==> config.mk <==
export PLATFORM = sky130hd
export DESIGN_NAME = instruction_fetch
export DESIGN_NICKNAME = d
export VERILOG_FILES = /design/src/rtl/instruction_fetch.sv
export SDC_FILE = /design/constraint.sdc
export NUM_CORES = 1
export LEC_CHECK = 0
export ABC_AREA = 0
export CORE_ASPECT_RATIO = 1.75
export CORE_MARGIN = 2
export CORE_UTILIZATION = 25
export DETAILED_ROUTE_END_ITERATION = 6
export GPL_TIMING_DRIVEN = 0
export PLACE_DENSITY = 0.46
export SYNTH_ARGS = -nofsm -noshare
export SYNTH_HDL_FRONTEND = slang
export SYNTH_SLANG_ARGS = --single-unit
==> constraint.sdc <==
create_clock -name clk -period 4.77 [get_ports clk]
set_input_delay 1.1925 -clock clk [delete_from_list [all_inputs] [get_ports clk]]
set_output_delay 1.1925 -clock clk [all_outputs]
set_load 0.02 [all_outputs]
==> src/rtl/instruction_fetch.sv <==
// Instruction fetch stage: owns the PC, reads instruction memory combinationally
// and queues {instr, pc} pairs in a small prefetch FIFO toward decode.
module instruction_fetch #(
  parameter int unsigned        WIDTH1   = 32,
  parameter logic [WIDTH1-1:0]  RESET_PC = '0,
  parameter int unsigned        DEPTH    = 2
) (
  input  logic                       clk,
  input  logic                       reset,
  output logic [WIDTH1-1:0]          imem_addr,
  input  logic [WIDTH1-1:0]          imem_rdata,
  input  logic                       fetch_en,
  input  logic                       redirect_valid,
  input  logic [WIDTH1-1:0]          redirect_pc,
  output logic                       out_valid,
  input  logic                       out_ready,
  output logic [WIDTH1-1:0]          out_instr,
  output logic [WIDTH1-1:0]          out_pc,
  output logic [$clog2(DEPTH):0]     buf_count
);

  localparam int unsigned PW = $clog2(DEPTH);
  localparam int unsigned CW = PW + 1;

  logic [WIDTH1-1:0] pc_r;
  logic [WIDTH1-1:0] instr_mem_r [DEPTH];
  logic [WIDTH1-1:0] pc_mem_r    [DEPTH];
  logic [PW-1:0]     rd_ptr_r;
  logic [PW-1:0]     wr_ptr_r;
  logic [CW-1:0]     count_r;
  logic              pop_s;
  logic              push_s;
  logic              not_empty_s;
  logic [WIDTH1-1:0] redirect_aligned_s;

  // Handshake qualifiers; a redirect suppresses both push and pop.
  always_comb begin
    not_empty_s        = (count_r != {CW{1'b0}});
    pop_s              = not_empty_s & out_ready & ~redirect_valid;
    push_s             = fetch_en & ~redirect_valid &
                         ((count_r < CW'(DEPTH)) | pop_s);
    redirect_aligned_s = redirect_pc & {{(WIDTH1-2){1'b1}}, 2'b00};
  end

  // PC, FIFO storage, pointers and occupancy.
  always_ff @(posedge clk or negedge reset) begin
    if (!reset) begin
      pc_r     <= RESET_PC;
      rd_ptr_r <= {PW{1'b0}};
      wr_ptr_r <= {PW{1'b0}};
      count_r  <= {CW{1'b0}};
      for (int i = 0; i < int'(DEPTH); i++) begin
        instr_mem_r[i] <= {WIDTH1{1'b0}};
        pc_mem_r[i]    <= {WIDTH1{1'b0}};
      end
    end else if (redirect_valid) begin
      pc_r     <= redirect_aligned_s;
      rd_ptr_r <= {PW{1'b0}};
      wr_ptr_r <= {PW{1'b0}};
      count_r  <= {CW{1'b0}};
    end else begin
      if (push_s) begin
        instr_mem_r[wr_ptr_r] <= imem_rdata;
        pc_mem_r[wr_ptr_r]    <= pc_r;
        wr_ptr_r              <= wr_ptr_r + PW'(1'b1);
        pc_r                  <= pc_r + WIDTH1'(32'd4);
      end else begin
        pc_r <= pc_r;
      end
      if (pop_s) begin
        rd_ptr_r <= rd_ptr_r + PW'(1'b1);
      end else begin
        rd_ptr_r <= rd_ptr_r;
      end
      count_r <= count_r + CW'(push_s) - CW'(pop_s);
    end
  end

  // Head of the FIFO is presented directly from storage.
  always_comb begin
    imem_addr = pc_r;
    out_valid = not_empty_s & ~redirect_valid;
    out_instr = instr_mem_r[rd_ptr_r];
    out_pc    = pc_mem_r[rd_ptr_r];
    buf_count = count_r;
  end

endmodule
==> results by group <==
Power
  – Leak: 4.09 nW
  – Total power draw: 0.00502 W
  – Power per Cell Area: 501 mW/mm^2
  – Peak VDD IR: 239 uV

Global routing
  – First-pass GRT wire length: 32200 um
  – Overflow after GRT: 0
  – Initial antenna violation count: 0
  – Pin count of the biggest net entering global routing: 118
  – Tot GR Track Use: 14.0%
  – Number of global-route vias before repair: 5514

Floorplanning
  – Die area: 0.0306 mm^2
  – Die height: 230 um
  – Total core area: 0.0286 mm^2
  – I/O Pins: 168
  – DIE WIDTH: 133 um
  – Row count: 82
  – Initial Utilization: 25.4%

Yosys
  – Synth top area cells: dfrtp_1 54%, mux2_2 29%, xnor2_1 2.0%
  – Prevailing post-synth register cell: dfrtp_1
  – Synthesized area: 0.00728 mm^2
  – Syn avg cell area: 13.3 um^2
  – Async SR Flop Fraction: 100%
  – Distinct cells, synth: 34
  – Post-synth top cells: 187 x mux2_2, 158 x dfrtp_1, 38 x nand2_1, 26 x o21ai_0, 17 x xnor2_1
  – Post-synth EDFFs: 0
  – Most frequent cell after synthesis: mux2_2
  – Synth Register Bits: 158
  – Sequential fraction of the synthesis area: 54.3%
  – Share of Yosys cell area claimed by the top area cell type: 54.3%
  – Yosys warns: 0
  – Leading area contributor after synthesis: dfrtp_1
  – Cell count after synthesis: 549

Clocking
  – Clk sinks: 158
  – CTS tree: built
  – CTS clk-pin slew, worst paths: 0.06 ns
  – # hold bufs at CTS: 0
  – Max Root-Sink Buffers: 2
  – # H-tree levels: 4
  – Post-cts resize count: 0
  – CTS Buf Count: 17
  – Worst-skew pair later-pin latency: 0.44 ns
  – Post-CTS setup buffer count: 0
  – Root buf cell: clkbuf_16

Routing
  – Total number of vias: 4959
  – ANT nets after route: 0
  – DRC violations left: 0
  – Via density: 4.41
  – Pre-Repair DR Iteration Count: 4
  – Total Wirelength: 20300 um
  – Iteration-0 DRC Markers: 123
  – Wire per inst: 18.1 um

Worst setup path
  – Crit path top cell by count: clkbuf_1
  – CP max stage delay: 0.63 ns
  – Crit Path Max Fanout: 10
  – Critical path required time: 3.58 ns
  – Worst Path Arrival: 2.90 ns
  – Slowest-stage cell, CP: clkbuf_1
  – Endpoint type of the worst setup path: primary output
  – Setup crit start kind: register
  – Cell Chain, Critical Path: clkbuf_1 > clkbuf_1 > mux2_2 > clkdlybuf4s50_1
  – Crit path kind: register to primary output

Cells and area
  – Ant. Diodes: 0
  – NumNets Final: 805
  – Fill cell count: 2814
  – Synth-to-Final Area Change: 37.5%
  – Design area: 0.0100 mm^2
  – Multi-input logic area: 0.00316 mm^2
  – Layout cells sized above 1: 33.0%
  – Final Core Density: 35.0%
  – Storage cell area: 0.00395 mm^2

Place
  – Pre-CTS WS: 0.666 ns
  – Post-DP HPWL: 15000 um
  – Placed cell areas: 0.00941 mm^2
  – IO Port Bufs: 161
  – Routability cong.: 0.771

Timing
  – Max-slew violation count: 0
  – Period utilization: 85.8%
  – Worst Skew: 0.00560 ns
  – Setup WS post-layout: 0.675 ns
  – RSZ-0062 raised after global routing: no
  – Slew of the pin with the lowest slew margin: 0.743 ns
  – Final hold vios: 0
  – Final min period: 4.09 ns
  – Slew Limit Headroom: 49.8%
  – Final setup violation count: 0
  – Fmax: 0.244 GHz

Flow run
  – Max-cap violations: 0

Status
  – Status: finished clean

Min path
  – Type of the most critical hold path: register to register
==> through the flow <==
stage	std cells	hold slack (ns)	TNS [ns]
floorplan	552	0.474	0
global placement	1091	0.481	-635.15
detailed placement	1092	0.487	0
CTS	1124	0.502	0
global route	1124	0.504	0
finish	1124	0.500	0
==> placed cells by master, fill, tap and decap left out, drive strengths merged, types with 5 or more instances in the layout <==
| master | synthesis | final |
|---|---|---|
| mux2 | 187 | 187 |
| clkdlybuf4s50 | 0 | 160 |
| dfrtp | 158 | 158 |
| nand2 | 38 | 38 |
| clkbuf | 14 | 35 |
| o21ai | 30 | 30 |
| buf | 20 | 22 |
| xnor2 | 17 | 17 |
| xor2 | 16 | 16 |
| nand4 | 10 | 10 |
| nand3 | 10 | 10 |
| nor2 | 9 | 9 |
| and3 | 6 | 6 |
| nor4 | 6 | 6 |
| inv | 5 | 5 |
==> registers in the layout, indices dropped and copies added, names as in the netlist <==
name	flops
buf_count	2
imem_addr	30
instr_mem_r	64
pc_mem_r	60
rd_ptr_r	1
wr_ptr_r	1
==> worst paths after layout <==
check / end / startpoint / cells after the start / slack, ns
max in group asynchronous: instr_mem_r[59] / reset / 2 / 3.20
worst max-delay path: out_pc[20] / rd_ptr_r / 4 / 0.68
worst min register to register: instr_mem_r[22] / instr_mem_r[22] / 1 / 0.50
worst max register to register: pc_mem_r[44] / buf_count[1] / 7 / 2.37
worst min-delay path: instr_mem_r[22] / instr_mem_r[22] / 1 / 0.50
min in group asynchronous: pc_mem_r[43] / reset / 1 / 0.64
==> kinds of logic after synthesis <==
kind of cell	count (synthesis)	share of synthesized area (%)
and+or+nand+nor	97	7.59
DFF	158	54.3
buffers and inverters	39	2.49
AOI/OAI and AO/OA	30	2.06
adders and majority gates	3	0.515
muxes	188	29.0
other	1	0.0515
xor gates and xnor gates	33	3.97
==> report_power, final <==
part           internal (W)  total, W  switching, W
Combinational      0.000930   0.00166      0.000729
Clock              0.000846   0.00140      0.000557
Sequential          0.00174   0.00196      0.000218
==> area by class of cell <==
type	instances	area share, %
Tap cell	378	4.72
Inverter	5	0.187
Clock buffer	21	4.60
Multi-Input combinational cell	355	31.6
Timing Repair Buffer	162	16.4
Sequential cell	158	39.5
Buffer	34	1.62
Clock inverter	11	1.40
==> metal layers <==
layer  global-route usage, %  up-vias  wire, um  share of wire (%)
met1                    14.6     2541      7590                 37
met5                       0        -         0                  0
met3                    3.99       18       856                4.2
li1                        -     2297         -                  -
met2                    26.5      103     11600                 57
met4                    4.81        0       312                1.5
==> worst max-delay path: cells and delay by family, from the launching register on <==
family | cells | cell delay, ns
buffers and inverters | 3 | 1.72
flip-flops | 1 | 0.32
multiplexers | 1 | 0.42
No activity file was read; power rests on OpenSTA's default activity.
